File: config.mk
export PLATFORM = sky130hd
export DESIGN_NAME = memory_port_sequencer_flat
export DESIGN_NICKNAME = d
export VERILOG_FILES = /design/src/rtl/memory_port_sequencer_pkg.sv /design/src/rtl/memory_port_sequencer_if.sv /design/src/rtl/memory_port_sequencer_fifo.sv /design/src/rtl/memory_port_sequencer.sv /design/src/flat_wrapper.sv
export SDC_FILE = /design/constraint.sdc
export NUM_CORES = 1
export LEC_CHECK = 0
export ABC_AREA = 1
export CAP_MARGIN = 15
export CELL_PAD_IN_SITES_DETAIL_PLACEMENT = 1
export CELL_PAD_IN_SITES_GLOBAL_PLACEMENT = 1
export CORE_MARGIN = 2
export CORE_UTILIZATION = 30
export DETAILED_ROUTE_END_ITERATION = 10
export HOLD_SLACK_MARGIN = 0.08
export PLACE_DENSITY = 0.56
export SLEW_MARGIN = 20
export SYNTH_ARGS = -nofsm -noshare
export SYNTH_HDL_FRONTEND = slang
export SYNTH_SLANG_ARGS = --single-unit
File: constraint.sdc
create_clock -name iCLOCK -period 8.2 [get_ports iCLOCK]
set_clock_uncertainty 0.05 [all_clocks]
set_input_delay 1.64 -clock iCLOCK [delete_from_list [all_inputs] [get_ports iCLOCK]]
set_output_delay 1.64 -clock iCLOCK [all_outputs]
set_load 0.05 [all_outputs]
File: src/rtl/memory_port_sequencer_pkg.sv
// Shared types for the memory port sequencer: FSM encoding and queue entry layout.
// The entry is 109 bits wide: {store_ack, rw, mmu_mode, mmu_ps, pdt, order, mask, addr, data}.
package mist1032isa_memory_port_pkg;

  typedef enum logic [1:0] {
    ST_IDLE  = 2'd0,
    ST_ISSUE = 2'd1,
    ST_WAIT  = 2'd2,
    ST_RESP  = 2'd3
  } seq_state_e;

  localparam int W_MMU_MODE = 2;
  localparam int W_MMU_PS   = 3;
  localparam int W_PDT      = 32;
  localparam int W_ORDER    = 2;
  localparam int W_MASK     = 4;
  localparam int W_ADDR     = 32;
  localparam int W_DATA     = 32;
  localparam int W_RDATA    = 64;
  localparam int W_FLAGS    = 24;

  localparam int ENTRY_W = 2 + W_MMU_MODE + W_MMU_PS + W_PDT + W_ORDER
                         + W_MASK + W_ADDR + W_DATA;

  typedef struct packed {
    logic                  store_ack;
    logic                  rw;
    logic [W_MMU_MODE-1:0] mmu_mode;
    logic [W_MMU_PS-1:0]   mmu_ps;
    logic [W_PDT-1:0]      pdt;
    logic [W_ORDER-1:0]    order;
    logic [W_MASK-1:0]     mask;
    logic [W_ADDR-1:0]     addr;
    logic [W_DATA-1:0]     data;
  } mem_req_t;

endpackage

File: src/rtl/memory_port_sequencer_if.sv
// Arbiter-side and bus-side signals of the memory port sequencer.
// slave = the sequencer itself, master = its environment (arbiter + memory bus).
interface memory_port_sequencer_if;
  import mist1032isa_memory_port_pkg::*;

  // arbiter request side
  logic                  iREQ;
  logic                  oLOCK;
  logic                  iSTORE_ACK;
  logic [W_MMU_MODE-1:0] iMMU_MODE;
  logic [W_MMU_PS-1:0]   iMMU_PS;
  logic [W_PDT-1:0]      iPDT;
  logic [W_ORDER-1:0]    iORDER;
  logic [W_MASK-1:0]     iMASK;
  logic                  iRW;
  logic [W_ADDR-1:0]     iADDR;
  logic [W_DATA-1:0]     iDATA;
  // arbiter response side
  logic                  oVALID;
  logic                  iBUSY;
  logic                  oSTORE_ACK;
  logic [W_RDATA-1:0]    oDATA;
  logic [W_FLAGS-1:0]    oMMU_FLAGS;
  // memory bus command
  logic                  oBUS_REQ;
  logic                  iBUS_ACK;
  logic [W_MMU_MODE-1:0] oBUS_MMU_MODE;
  logic [W_MMU_PS-1:0]   oBUS_MMU_PS;
  logic [W_PDT-1:0]      oBUS_PDT;
  logic [W_ORDER-1:0]    oBUS_ORDER;
  logic [W_MASK-1:0]     oBUS_MASK;
  logic                  oBUS_RW;
  logic [W_ADDR-1:0]     oBUS_ADDR;
  logic [W_DATA-1:0]     oBUS_DATA;
  // memory bus response
  logic                  iBUS_VALID;
  logic [W_RDATA-1:0]    iBUS_DATA;
  logic [W_FLAGS-1:0]    iBUS_MMU_FLAGS;
  logic                  oERROR;

  modport slave (
    input  iREQ, iSTORE_ACK, iMMU_MODE, iMMU_PS, iPDT, iORDER, iMASK, iRW, iADDR, iDATA,
    output oLOCK,
    output oVALID, oSTORE_ACK, oDATA, oMMU_FLAGS,
    input  iBUSY,
    output oBUS_REQ, oBUS_MMU_MODE, oBUS_MMU_PS, oBUS_PDT, oBUS_ORDER, oBUS_MASK,
           oBUS_RW, oBUS_ADDR, oBUS_DATA,
    input  iBUS_ACK, iBUS_VALID, iBUS_DATA, iBUS_MMU_FLAGS,
    output oERROR
  );

  modport master (
    output iREQ, iSTORE_ACK, iMMU_MODE, iMMU_PS, iPDT, iORDER, iMASK, iRW, iADDR, iDATA,
    input  oLOCK,
    input  oVALID, oSTORE_ACK, oDATA, oMMU_FLAGS,
    output iBUSY,
    input  oBUS_REQ, oBUS_MMU_MODE, oBUS_MMU_PS, oBUS_PDT, oBUS_ORDER, oBUS_MASK,
           oBUS_RW, oBUS_ADDR, oBUS_DATA,
    output iBUS_ACK, iBUS_VALID, iBUS_DATA, iBUS_MMU_FLAGS,
    input  oERROR
  );

endinterface

File: src/rtl/memory_port_sequencer_fifo.sv
// Generic synchronous FIFO with first-word-fall-through read port.
// Push when full and pop when empty are ignored; the caller owns the error policy.
module memory_port_fifo #(
  parameter int WIDTH   = 8,
  parameter int DEPTH   = 4,
  parameter int DEPTH_N = 2
) (
  input  logic               iCLOCK,
  input  logic               iRESET,
  input  logic               i_push,
  input  logic [WIDTH-1:0]   i_data,
  input  logic               i_pop,
  output logic [WIDTH-1:0]   o_data,
  output logic [DEPTH_N:0]   o_count,
  output logic               o_full,
  output logic               o_empty
);

  logic [WIDTH-1:0]   r_mem [DEPTH];
  logic [DEPTH_N-1:0] r_wr_ptr;
  logic [DEPTH_N-1:0] r_rd_ptr;
  logic [DEPTH_N:0]   r_count;
  logic               w_push;
  logic               w_pop;

  assign o_full  = (r_count == (DEPTH_N+1)'(DEPTH));
  assign o_empty = (r_count == '0);
  assign o_count = r_count;
  assign o_data  = r_mem[r_rd_ptr];
  assign w_push  = i_push && !o_full;
  assign w_pop   = i_pop && !o_empty;

  // DEPTH is a power of two, so pointer wrap is the natural overflow
  always_ff @(posedge iCLOCK or posedge iRESET) begin
    if (iRESET) begin
      r_wr_ptr <= '0;
      r_rd_ptr <= '0;
      r_count  <= '0;
    end else begin
      if (w_push) r_wr_ptr <= r_wr_ptr + 1'b1;
      if (w_pop)  r_rd_ptr <= r_rd_ptr + 1'b1;
      case ({w_push, w_pop})
        2'b10:   r_count <= r_count + 1'b1;
        2'b01:   r_count <= r_count - 1'b1;
        default: r_count <= r_count;
      endcase
    end
  end

  // storage needs no reset: emptiness is tracked by the pointers and count
  always_ff @(posedge iCLOCK) begin
    if (w_push) r_mem[r_wr_ptr] <= i_data;
  end

endmodule

File: src/rtl/memory_port_sequencer.sv
// Queues arbiter memory requests and issues them one at a time on the external bus,
// holding each bus response in a return register until the core side accepts it.
module memory_port_sequencer
  import mist1032isa_memory_port_pkg::*;
#(
  parameter int DEPTH   = 4,
  parameter int DEPTH_N = 2
) (
  input  logic                    iCLOCK,
  input  logic                    iRESET,
  memory_port_sequencer_if.slave  io
);

  seq_state_e         r_state;
  logic               r_store_ack;
  mem_req_t           w_in;
  mem_req_t           w_head;
  logic [ENTRY_W-1:0] w_head_bits;
  logic [DEPTH_N:0]   w_count;
  logic               w_full;
  logic               w_empty;
  logic               w_push;
  logic               w_pop;

  assign w_in = '{
    store_ack: io.iSTORE_ACK,
    rw:        io.iRW,
    mmu_mode:  io.iMMU_MODE,
    mmu_ps:    io.iMMU_PS,
    pdt:       io.iPDT,
    order:     io.iORDER,
    mask:      io.iMASK,
    addr:      io.iADDR,
    data:      io.iDATA
  };
  assign w_head = mem_req_t'(w_head_bits);

  assign w_push = io.iREQ && !w_full;
  // the head leaves the queue when the command slot is free: idle, or a response just consumed
  assign w_pop  = !w_empty &&
                  ((r_state == ST_IDLE) || ((r_state == ST_RESP) && !io.iBUSY));

  // one skid slot because the arbiter reacts to the lock a cycle late
  assign io.oLOCK = (w_count >= (DEPTH_N+1)'(DEPTH - 1));

  memory_port_fifo #(
    .WIDTH   (ENTRY_W),
    .DEPTH   (DEPTH),
    .DEPTH_N (DEPTH_N)
  ) u_fifo (
    .iCLOCK  (iCLOCK),
    .iRESET  (iRESET),
    .i_push  (w_push),
    .i_data  (w_in),
    .i_pop   (w_pop),
    .o_data  (w_head_bits),
    .o_count (w_count),
    .o_full  (w_full),
    .o_empty (w_empty)
  );

  // bus command registers, loaded on every pop and held stable while issued
  always_ff @(posedge iCLOCK or posedge iRESET) begin
    if (iRESET) begin
      r_store_ack      <= 1'b0;
      io.oBUS_MMU_MODE <= '0;
      io.oBUS_MMU_PS   <= '0;
      io.oBUS_PDT      <= '0;
      io.oBUS_ORDER    <= '0;
      io.oBUS_MASK     <= '0;
      io.oBUS_RW       <= 1'b0;
      io.oBUS_ADDR     <= '0;
      io.oBUS_DATA     <= '0;
    end else if (w_pop) begin
      r_store_ack      <= w_head.store_ack;
      io.oBUS_MMU_MODE <= w_head.mmu_mode;
      io.oBUS_MMU_PS   <= w_head.mmu_ps;
      io.oBUS_PDT      <= w_head.pdt;
      io.oBUS_ORDER    <= w_head.order;
      io.oBUS_MASK     <= w_head.mask;
      io.oBUS_RW       <= w_head.rw;
      io.oBUS_ADDR     <= w_head.addr;
      io.oBUS_DATA     <= w_head.data;
    end
  end

  always_ff @(posedge iCLOCK or posedge iRESET) begin
    if (iRESET) begin
      r_state       <= ST_IDLE;
      io.oBUS_REQ   <= 1'b0;
      io.oVALID     <= 1'b0;
      io.oSTORE_ACK <= 1'b0;
      io.oDATA      <= '0;
      io.oMMU_FLAGS <= '0;
      io.oERROR     <= 1'b0;
    end else begin
      if ((io.iREQ && w_full) || (io.iBUS_VALID && (r_state != ST_WAIT)))
        io.oERROR <= 1'b1;

      case (r_state)
        ST_IDLE: begin
          if (w_pop) begin
            io.oBUS_REQ <= 1'b1;
            r_state     <= ST_ISSUE;
          end
        end
        ST_ISSUE: begin
          if (io.iBUS_ACK) begin
            io.oBUS_REQ <= 1'b0;
            r_state     <= ST_WAIT;
          end
        end
        ST_WAIT: begin
          if (io.iBUS_VALID) begin
            io.oVALID     <= 1'b1;
            io.oSTORE_ACK <= r_store_ack;
            io.oDATA      <= r_store_ack ? '0 : io.iBUS_DATA;
            io.oMMU_FLAGS <= io.iBUS_MMU_FLAGS;
            r_state       <= ST_RESP;
          end
        end
        ST_RESP: begin
          if (!io.iBUSY) begin
            io.oVALID <= 1'b0;
            if (w_pop) begin
              io.oBUS_REQ <= 1'b1;
              r_state     <= ST_ISSUE;
            end else begin
              r_state <= ST_IDLE;
            end
          end
        end
        default: r_state <= ST_IDLE;
      endcase
    end
  end

endmodule
File: src/flat_wrapper.sv
// flat-port wrapper written by rule: the top's interface ports become plain ports
module memory_port_sequencer_flat import mist1032isa_memory_port_pkg::*;
#(
  parameter int DEPTH   = 4,
  parameter int DEPTH_N = 2
)
  (iCLOCK, iRESET, io_iREQ, io_iSTORE_ACK, io_iMMU_MODE, io_iMMU_PS, io_iPDT, io_iORDER, io_iMASK, io_iRW, io_iADDR, io_iDATA, io_oLOCK, io_oVALID, io_oSTORE_ACK, io_oDATA, io_oMMU_FLAGS, io_iBUSY, io_oBUS_REQ, io_oBUS_MMU_MODE, io_oBUS_MMU_PS, io_oBUS_PDT, io_oBUS_ORDER, io_oBUS_MASK, io_oBUS_RW, io_oBUS_ADDR, io_oBUS_DATA, io_iBUS_ACK, io_iBUS_VALID, io_iBUS_DATA, io_iBUS_MMU_FLAGS, io_oERROR);
  memory_port_sequencer_if io_i ();
  input  logic iCLOCK;
  input  logic iRESET;
  input wire logic [$bits(io_i.iREQ)-1:0] io_iREQ;
  input wire logic [$bits(io_i.iSTORE_ACK)-1:0] io_iSTORE_ACK;
  input wire logic [$bits(io_i.iMMU_MODE)-1:0] io_iMMU_MODE;
  input wire logic [$bits(io_i.iMMU_PS)-1:0] io_iMMU_PS;
  input wire logic [$bits(io_i.iPDT)-1:0] io_iPDT;
  input wire logic [$bits(io_i.iORDER)-1:0] io_iORDER;
  input wire logic [$bits(io_i.iMASK)-1:0] io_iMASK;
  input wire logic [$bits(io_i.iRW)-1:0] io_iRW;
  input wire logic [$bits(io_i.iADDR)-1:0] io_iADDR;
  input wire logic [$bits(io_i.iDATA)-1:0] io_iDATA;
  output wire logic [$bits(io_i.oLOCK)-1:0] io_oLOCK;
  output wire logic [$bits(io_i.oVALID)-1:0] io_oVALID;
  output wire logic [$bits(io_i.oSTORE_ACK)-1:0] io_oSTORE_ACK;
  output wire logic [$bits(io_i.oDATA)-1:0] io_oDATA;
  output wire logic [$bits(io_i.oMMU_FLAGS)-1:0] io_oMMU_FLAGS;
  input wire logic [$bits(io_i.iBUSY)-1:0] io_iBUSY;
  output wire logic [$bits(io_i.oBUS_REQ)-1:0] io_oBUS_REQ;
  output wire logic [$bits(io_i.oBUS_MMU_MODE)-1:0] io_oBUS_MMU_MODE;
  output wire logic [$bits(io_i.oBUS_MMU_PS)-1:0] io_oBUS_MMU_PS;
  output wire logic [$bits(io_i.oBUS_PDT)-1:0] io_oBUS_PDT;
  output wire logic [$bits(io_i.oBUS_ORDER)-1:0] io_oBUS_ORDER;
  output wire logic [$bits(io_i.oBUS_MASK)-1:0] io_oBUS_MASK;
  output wire logic [$bits(io_i.oBUS_RW)-1:0] io_oBUS_RW;
  output wire logic [$bits(io_i.oBUS_ADDR)-1:0] io_oBUS_ADDR;
  output wire logic [$bits(io_i.oBUS_DATA)-1:0] io_oBUS_DATA;
  input wire logic [$bits(io_i.iBUS_ACK)-1:0] io_iBUS_ACK;
  input wire logic [$bits(io_i.iBUS_VALID)-1:0] io_iBUS_VALID;
  input wire logic [$bits(io_i.iBUS_DATA)-1:0] io_iBUS_DATA;
  input wire logic [$bits(io_i.iBUS_MMU_FLAGS)-1:0] io_iBUS_MMU_FLAGS;
  output wire logic [$bits(io_i.oERROR)-1:0] io_oERROR;
  assign io_i.iREQ = io_iREQ;
  assign io_i.iSTORE_ACK = io_iSTORE_ACK;
  assign io_i.iMMU_MODE = io_iMMU_MODE;
  assign io_i.iMMU_PS = io_iMMU_PS;
  assign io_i.iPDT = io_iPDT;
  assign io_i.iORDER = io_iORDER;
  assign io_i.iMASK = io_iMASK;
  assign io_i.iRW = io_iRW;
  assign io_i.iADDR = io_iADDR;
  assign io_i.iDATA = io_iDATA;
  assign io_oLOCK = io_i.oLOCK;
  assign io_oVALID = io_i.oVALID;
  assign io_oSTORE_ACK = io_i.oSTORE_ACK;
  assign io_oDATA = io_i.oDATA;
  assign io_oMMU_FLAGS = io_i.oMMU_FLAGS;
  assign io_i.iBUSY = io_iBUSY;
  assign io_oBUS_REQ = io_i.oBUS_REQ;
  assign io_oBUS_MMU_MODE = io_i.oBUS_MMU_MODE;
  assign io_oBUS_MMU_PS = io_i.oBUS_MMU_PS;
  assign io_oBUS_PDT = io_i.oBUS_PDT;
  assign io_oBUS_ORDER = io_i.oBUS_ORDER;
  assign io_oBUS_MASK = io_i.oBUS_MASK;
  assign io_oBUS_RW = io_i.oBUS_RW;
  assign io_oBUS_ADDR = io_i.oBUS_ADDR;
  assign io_oBUS_DATA = io_i.oBUS_DATA;
  assign io_i.iBUS_ACK = io_iBUS_ACK;
  assign io_i.iBUS_VALID = io_iBUS_VALID;
  assign io_i.iBUS_DATA = io_iBUS_DATA;
  assign io_i.iBUS_MMU_FLAGS = io_iBUS_MMU_FLAGS;
  assign io_oERROR = io_i.oERROR;
  memory_port_sequencer #(.DEPTH(DEPTH), .DEPTH_N(DEPTH_N)) u_core (.iCLOCK(iCLOCK), .iRESET(iRESET), .io(io_i));
endmodule
Word level (Yosys, flattened, before mapping)
Memories as Yosys holds them, arrays and structs flattened. A register that Yosys moved wholly into a read port is not among the register bits.
Cells that the tools add are included.
- reductions and logical operators: 21
- $add $sub $neg: 4
- multiplexer cells: 17
- $lt $le $gt $ge: 1
- equal/unequal tests: 11
- operators with widths (operator ; number):
    64-bit 2-to-1 mux ; 1
    2-bit != test (second input constant) ; 5
    1-bit 2-to-1 mux ; 8
    2-bit 2-to-1 mux ; 4
    2-bit one-hot mux with 4 select lines ; 1
    1-bit logical AND ; 7
    2-bit equality test (second input constant) ; 3
    3-bit one-hot mux with 2 select lines ; 1
    3-bit AND reduction ; 2
    2-bit by 1-bit adder with 2-bit output (second input constant) ; 2
    2-bit by 1-bit equality test with 1-bit output (second input constant) ; 2
    4-bit AND reduction ; 1
    2-bit nonzero test ; 2
    3-bit by 1-bit adder with 3-bit output (second input constant) ; 1
    3-bit equality test (second input constant) ; 1
    3-bit by 2-bit greater-or-equal comparator with 1-bit output (second input constant) ; 1
    1-bit zero test ; 3
    3-bit zero test ; 1
    1-bit one-hot mux with 3 select lines ; 1
    3-bit nonzero test ; 1
    3-bit by 1-bit subtractor with 3-bit output (second input constant) ; 1
    2-bit zero test ; 1
    1-bit logical OR ; 2
    1-bit one-hot mux with 2 select lines ; 1
    2-bit AND reduction ; 1
- output and inout bits: 201
- word-level logic and storage cells: 65
- bits in registers: 101
- memories: 1
- bits in writable memories: 436
- memory list (memory ; words ; bits a word ; read ports ; clocked after memory_dff ; wr ports ; RTL line ; text):
    u_core.u_fifo.r_mem ; 4 ; 109 ; 1 ; 1 ; 1 ; memory_port_sequencer_fifo.sv:19 ; logic [WIDTH-1:0] r_mem [DEPTH];

Logic depth before layout (Yosys ltp)
- word-level depth: 7
- gate-level depth with buffers: 13

Hierarchy
Synthesis repeated with hierarchy kept, for this count alone.
- cell total of the unflattened synthesis: 2095
- area total of the unflattened synthesis: 25593.3 um^2
- by module, submodules not included (module ; cells each ; area each (um^2) ; times used):
    memory_port_fifo ; 1334 ; 17913.4 ; 1
    memory_port_sequencer ; 761 ; 7679.9 ; 1

Least setup slack after synthesis
OpenSTA, ideal clock, no wires.
- path type: input port to flip-flop
- from: input port io_iREQ
- to: memory u_core.u_fifo.r_mem[0][0] in the netlist's numbering (enable)
- cell stages on the path: 2
- setup time: 579 ps
- path slack: 1217 ps
- required time: 7571 ps
- arrival time: 6355 ps
- buffers on the path: 0
- cell sequence: nand2_1 nor2_1
- word-level cells in the longest chain between the ends: 4
- ends and longest elaborated chain (element ; RTL line ; text):
    start, declared ; flat_wrapper.sv:11 ; input wire logic [$bits(io_i.iREQ)-1:0] io_iREQ;
    1-bit logical AND ; memory_port_sequencer.sv:38 ; assign w_push = io.iREQ && !w_full;
    1-bit logical AND ; memory_port_sequencer_fifo.sv:30 ; assign w_push = i_push && !o_full;
    1-bit 2-to-1 mux ; memory_port_sequencer_fifo.sv:52 ; if (w_push) r_mem[r_wr_ptr] <= i_data;
    1-bit 2-to-1 mux (implied by the code) ; memory_port_sequencer_fifo.sv:52 ;
    end, declared ; memory_port_sequencer_fifo.sv:19 ;
No other way between the ends.

Final worst setup path
- from: input port io_iBUSY
- to: register u_core.u_fifo.r_count[2], in the netlist u_core.u_fifo.o_count[2]
- word-level cells in the longest chain between the ends: 7
- elaborated cells on any way between the ends: 9
- ends and longest elaborated chain (element ; RTL line ; text):
    start, declared ; flat_wrapper.sv:26 ; input wire logic [$bits(io_i.iBUSY)-1:0] io_iBUSY;
    1-bit zero test * ; memory_port_sequencer.sv:41 ; ((r_state == ST_IDLE) || ((r_state == ST_RESP) && !io.iBUSY));
    1-bit logical AND * ; memory_port_sequencer.sv:41 ;
    1-bit logical OR * ; memory_port_sequencer.sv:41 ;
    1-bit logical AND * ; memory_port_sequencer.sv:40 ; assign w_pop = !w_empty &&
    1-bit logical AND * ; memory_port_sequencer_fifo.sv:31 ; assign w_pop = i_pop && !o_empty;
    2-bit by 1-bit equality test with 1-bit output / 2-bit equality test (equally long branches) ; memory_port_sequencer_fifo.sv:42 ; case ({w_push, w_pop})
    3-bit one-hot mux with 2 select lines / 2-bit nonzero test (equally long branches) ; n/a ;
    end signal, assigned ; memory_port_sequencer_fifo.sv:43 ; 2'b10: r_count <= r_count + 1'b1;
    end signal, assigned ; memory_port_sequencer_fifo.sv:44 ; 2'b01: r_count <= r_count - 1'b1;
    end signal, assigned ; memory_port_sequencer_fifo.sv:45 ; default: r_count <= r_count;
    end, declared ; memory_port_sequencer_fifo.sv:22 ; logic [DEPTH_N:0] r_count;
Every way passes the cells marked *; elsewhere a longest branch is shown, timed or not.
A chain may end at the register's enable or synchronous reset.

==> run metrics <==
Final TNS setup 0 ps; Routed Antenna Nets 0; largest net degree at the start of global routing 136; Clock Sinks 646; Multi-input gate area 5368 sq um; syn nets 2177; post-synth top area share 53.64%; Int Power 8.233 mW; Crit. End Element register; Max H-tree Level 3; DR iter-0 viols 506; Area contributors post-synth edfxtp_1 54%, dfrtp_1 22%, nor2_1 10%, o21ai_0 3.4%, a21oi_1 2.3%; first-pass GRT wire length 107.2 mm; Die Footprint 83650 sq um; clock-pin slew of the registers on the worst-case setup and hold paths 50 ps; CTS tree built; layout cell share with drive strength beyond 1 6.167%; Max Cap Violations 0; routed len/inst 20.51 um; CP Max Fanout 50; synth unique cells 27; Pwr Density 444.4 nW/um^2; worst-margin pin slew 1046 ps; most common cell after layout, fill and taps aside nor2_1; max_slew headroom 30.28%; Detailed Place HPWL 41.34 mm; Ys Warns 0; number of buffers created by CTS 76; final max-slew violation count 0; core footprint 80550 sq um; CTS Buffer Depth 3; Power, Total 14.16 mW; vias in the first global route 17670; FILL cells 8433; Final Hold Fails 0; kind of critical path input port to register; Post-Syn Area 24410 sq um; final worst-path cycle share 50.10%; DR vias/cell 4.693; mux cell area share after synthesis 0%; Post-Layout Cell Count 3482; adder-cell area share of the yosys netlist 0.5947%; Clock Latency Late Sink 620 ps; switching share of power 41.84%; drt drc 0; Fmax 243.4 MHz; clock power share 23.6%; total grt overflow 0; placed insts 3335; Die Wd 289.2 um; register area share after synthesis 75.17%; Req. time, crit path 8620 ps; status finished, final reports clean; Initial Util 30.30%; Synth Area in Compound Gates 9.212%; Total Nets Final 2567; 1st-pass router iterations 4; CTS Root Cell clkbuf_16; Final GP Congestion 0.7373; initial antenna violation count 17; P_sw 5.924 mW; leakage 11.75 nW; DP Area 29370 sq um; post-synthesis simple-gate area fraction 11.86%; post-route cell area 31860 sq um; Routed Wire Length 71.42 mm; Vias 16340; Worst VDD drop 0.0001989 V; row count 104; biggest area consumer among synthesized cells edfxtp_1; Boundary Pins 404; startpoint types input port; most frequent cells in the layout 662 x nor2_1, 436 x edfxtp_1, 403 x clkdlybuf4s50_1; cts hold-fix bufs 0; post-synthesis xor/xnor area fraction 0.1435%; synthesized area per cell 12.43 sq um; Post-CTS Setup Bufs 0; Area Growth Syn to Fin 30.53%; FF+latch area 18360 sq um; GRT Total Usage 16.81%; minimum clock period 4108 ps; critical path arrival 4530 ps; Seq pwr share 35.4%; setup violators final 0; Combinational Power Share 41.0%; CTS resizes 0; die span in y 289.2 um; synthesized flop and latch total 646; Hold Path Class register to register; synthesized instance count 1963; RSZ-0062 raised after global routing no; PortBufs 403; largest family of logic cells by synthesized area simple AND/OR/NAND/NOR gates
Yosys cell counts:
cell,instances
nand2_1,88
a22o_1,64
and3_1,1
dfrtp_1,210
o21ai_1,56
buf_8,1
inv_2,2
buf_4,13
fa_1,1
nand2_2,2
xnor2_1,1
o21ai_0,167
nor2_1,667
nand3_1,3
xor2_1,3
clkbuf_1,47
buf_6,16
edfxtp_1,436
nor2_2,2
ha_1,10
buf_2,37
nand3b_1,1
inv_1,19
a31oi_1,1
or2_2,1
clkinv_1,1
a21oi_1,113
path summary, 6_finish.rpt:
kind / startpoint / to / slack (ps) / depth (start not counted)
max: io_iBUSY / u_core.u_fifo.o_count[2]$_DFFE_PP0P_ / 4090 / 12
max reg2reg: u_core.r_state[0]$_DFFE_PP0P_ / u_core.u_fifo.o_count[2]$_DFFE_PP0P_ / 4920 / 12
max in group asynchronous: iRESET / u_core.io.oBUS_PDT[11]$_DFFE_PP0P_ / 5330 / 3
min reg2reg: u_core.io.oERROR$_DFFE_PP0P_ / u_core.io.oERROR$_DFFE_PP0P_ / 420 / 2
min in group asynchronous: iRESET / u_core.io.oBUS_ADDR[24]$_DFFE_PP0P_ / 1490 / 2
min: u_core.io.oERROR$_DFFE_PP0P_ / u_core.io.oERROR$_DFFE_PP0P_ / 420 / 2
metal layers:
metal	global-route usage [%]	routed length, um	share of wire (%)
met4	4.884	1326	1.9
met5	0	155	0.22
met3	5.291	5401	7.6
met2	29.61	35620	50
met1	19.59	28920	40
stage by stage:
step | setup WS, ps | util, % | hold WS, ps
after floorplan | 772.5 | - | 435.6
after global placement | 3295 | 36.46 | 409.8
after detailed placement | 3386 | 36.46 | 413.7
after CTS | 4038 | 39.53 | 429.9
after global routing | 3831 | 39.54 | 446.2
final | 4092 | 39.55 | 421.6
final cells by class:
class | count | area share [%]
Sequential cell | 646 | 57.62
Timing Repair Buffer | 426 | 13.24
Inverter | 22 | 0.3063
Multi-Input combinational cell | 1181 | 16.85
Clock inverter | 35 | 1.131
Clock buffer | 106 | 6.645
Tap cell | 1060 | 4.163
Antenna cell | 6 | 0.04713
critical path, cell delays in order:
cell and delay [ps]:
clkdlybuf4s50_1 420, inv_1 80, nand2_1 50, nand2_1 110
nand2_4 430, inv_4 640, ha_1 240, inv_1 70
fa_1 380, a21oi_1 170, o21ai_0 120, xor2_1 150
registers in the layout, indices dropped and copies added, names as in the netlist, 2 cells and up:
| name | cells |
|---|---|
| u_core.u_fifo.r_mem | 436 |
| u_core.io.oDATA | 64 |
| u_core.io.oBUS_ADDR | 32 |
| u_core.io.oBUS_DATA | 32 |
| u_core.io.oBUS_PDT | 32 |
| u_core.io.oMMU_FLAGS | 24 |
| u_core.io.oBUS_MASK | 4 |
| u_core.io.oBUS_MMU_PS | 3 |
| u_core.u_fifo.o_count | 3 |
| u_core.io.oBUS_MMU_MODE | 2 |
| u_core.io.oBUS_ORDER | 2 |
| u_core.r_state | 2 |
| u_core.u_fifo.r_rd_ptr | 2 |
| u_core.u_fifo.r_wr_ptr | 2 |
cells by family after synthesis:
group	Yosys count
simple gates	765
fa+ha+maj	11
compound gates	401
xor+xnor	4
flops	646
buf+inv	136
power by group through the flow:
| stage | clock network, mW | registers [mW] | logic (mW) |
|---|---|---|---|
| 2_1_floorplan | 0 | 6.54 | 2.40 |
| 3_3_place_gp | 0 | 5.05 | 5.81 |
| 3_5_place_dp | 0 | 5.08 | 5.93 |
| 4_1_cts | 3.46 | 5.03 | 5.95 |
| 5_1_grt | 3.58 | 5.11 | 6.36 |
| 6_report | 3.34 | 5.01 | 5.81 |
Power figures use the tool's default switching activity.
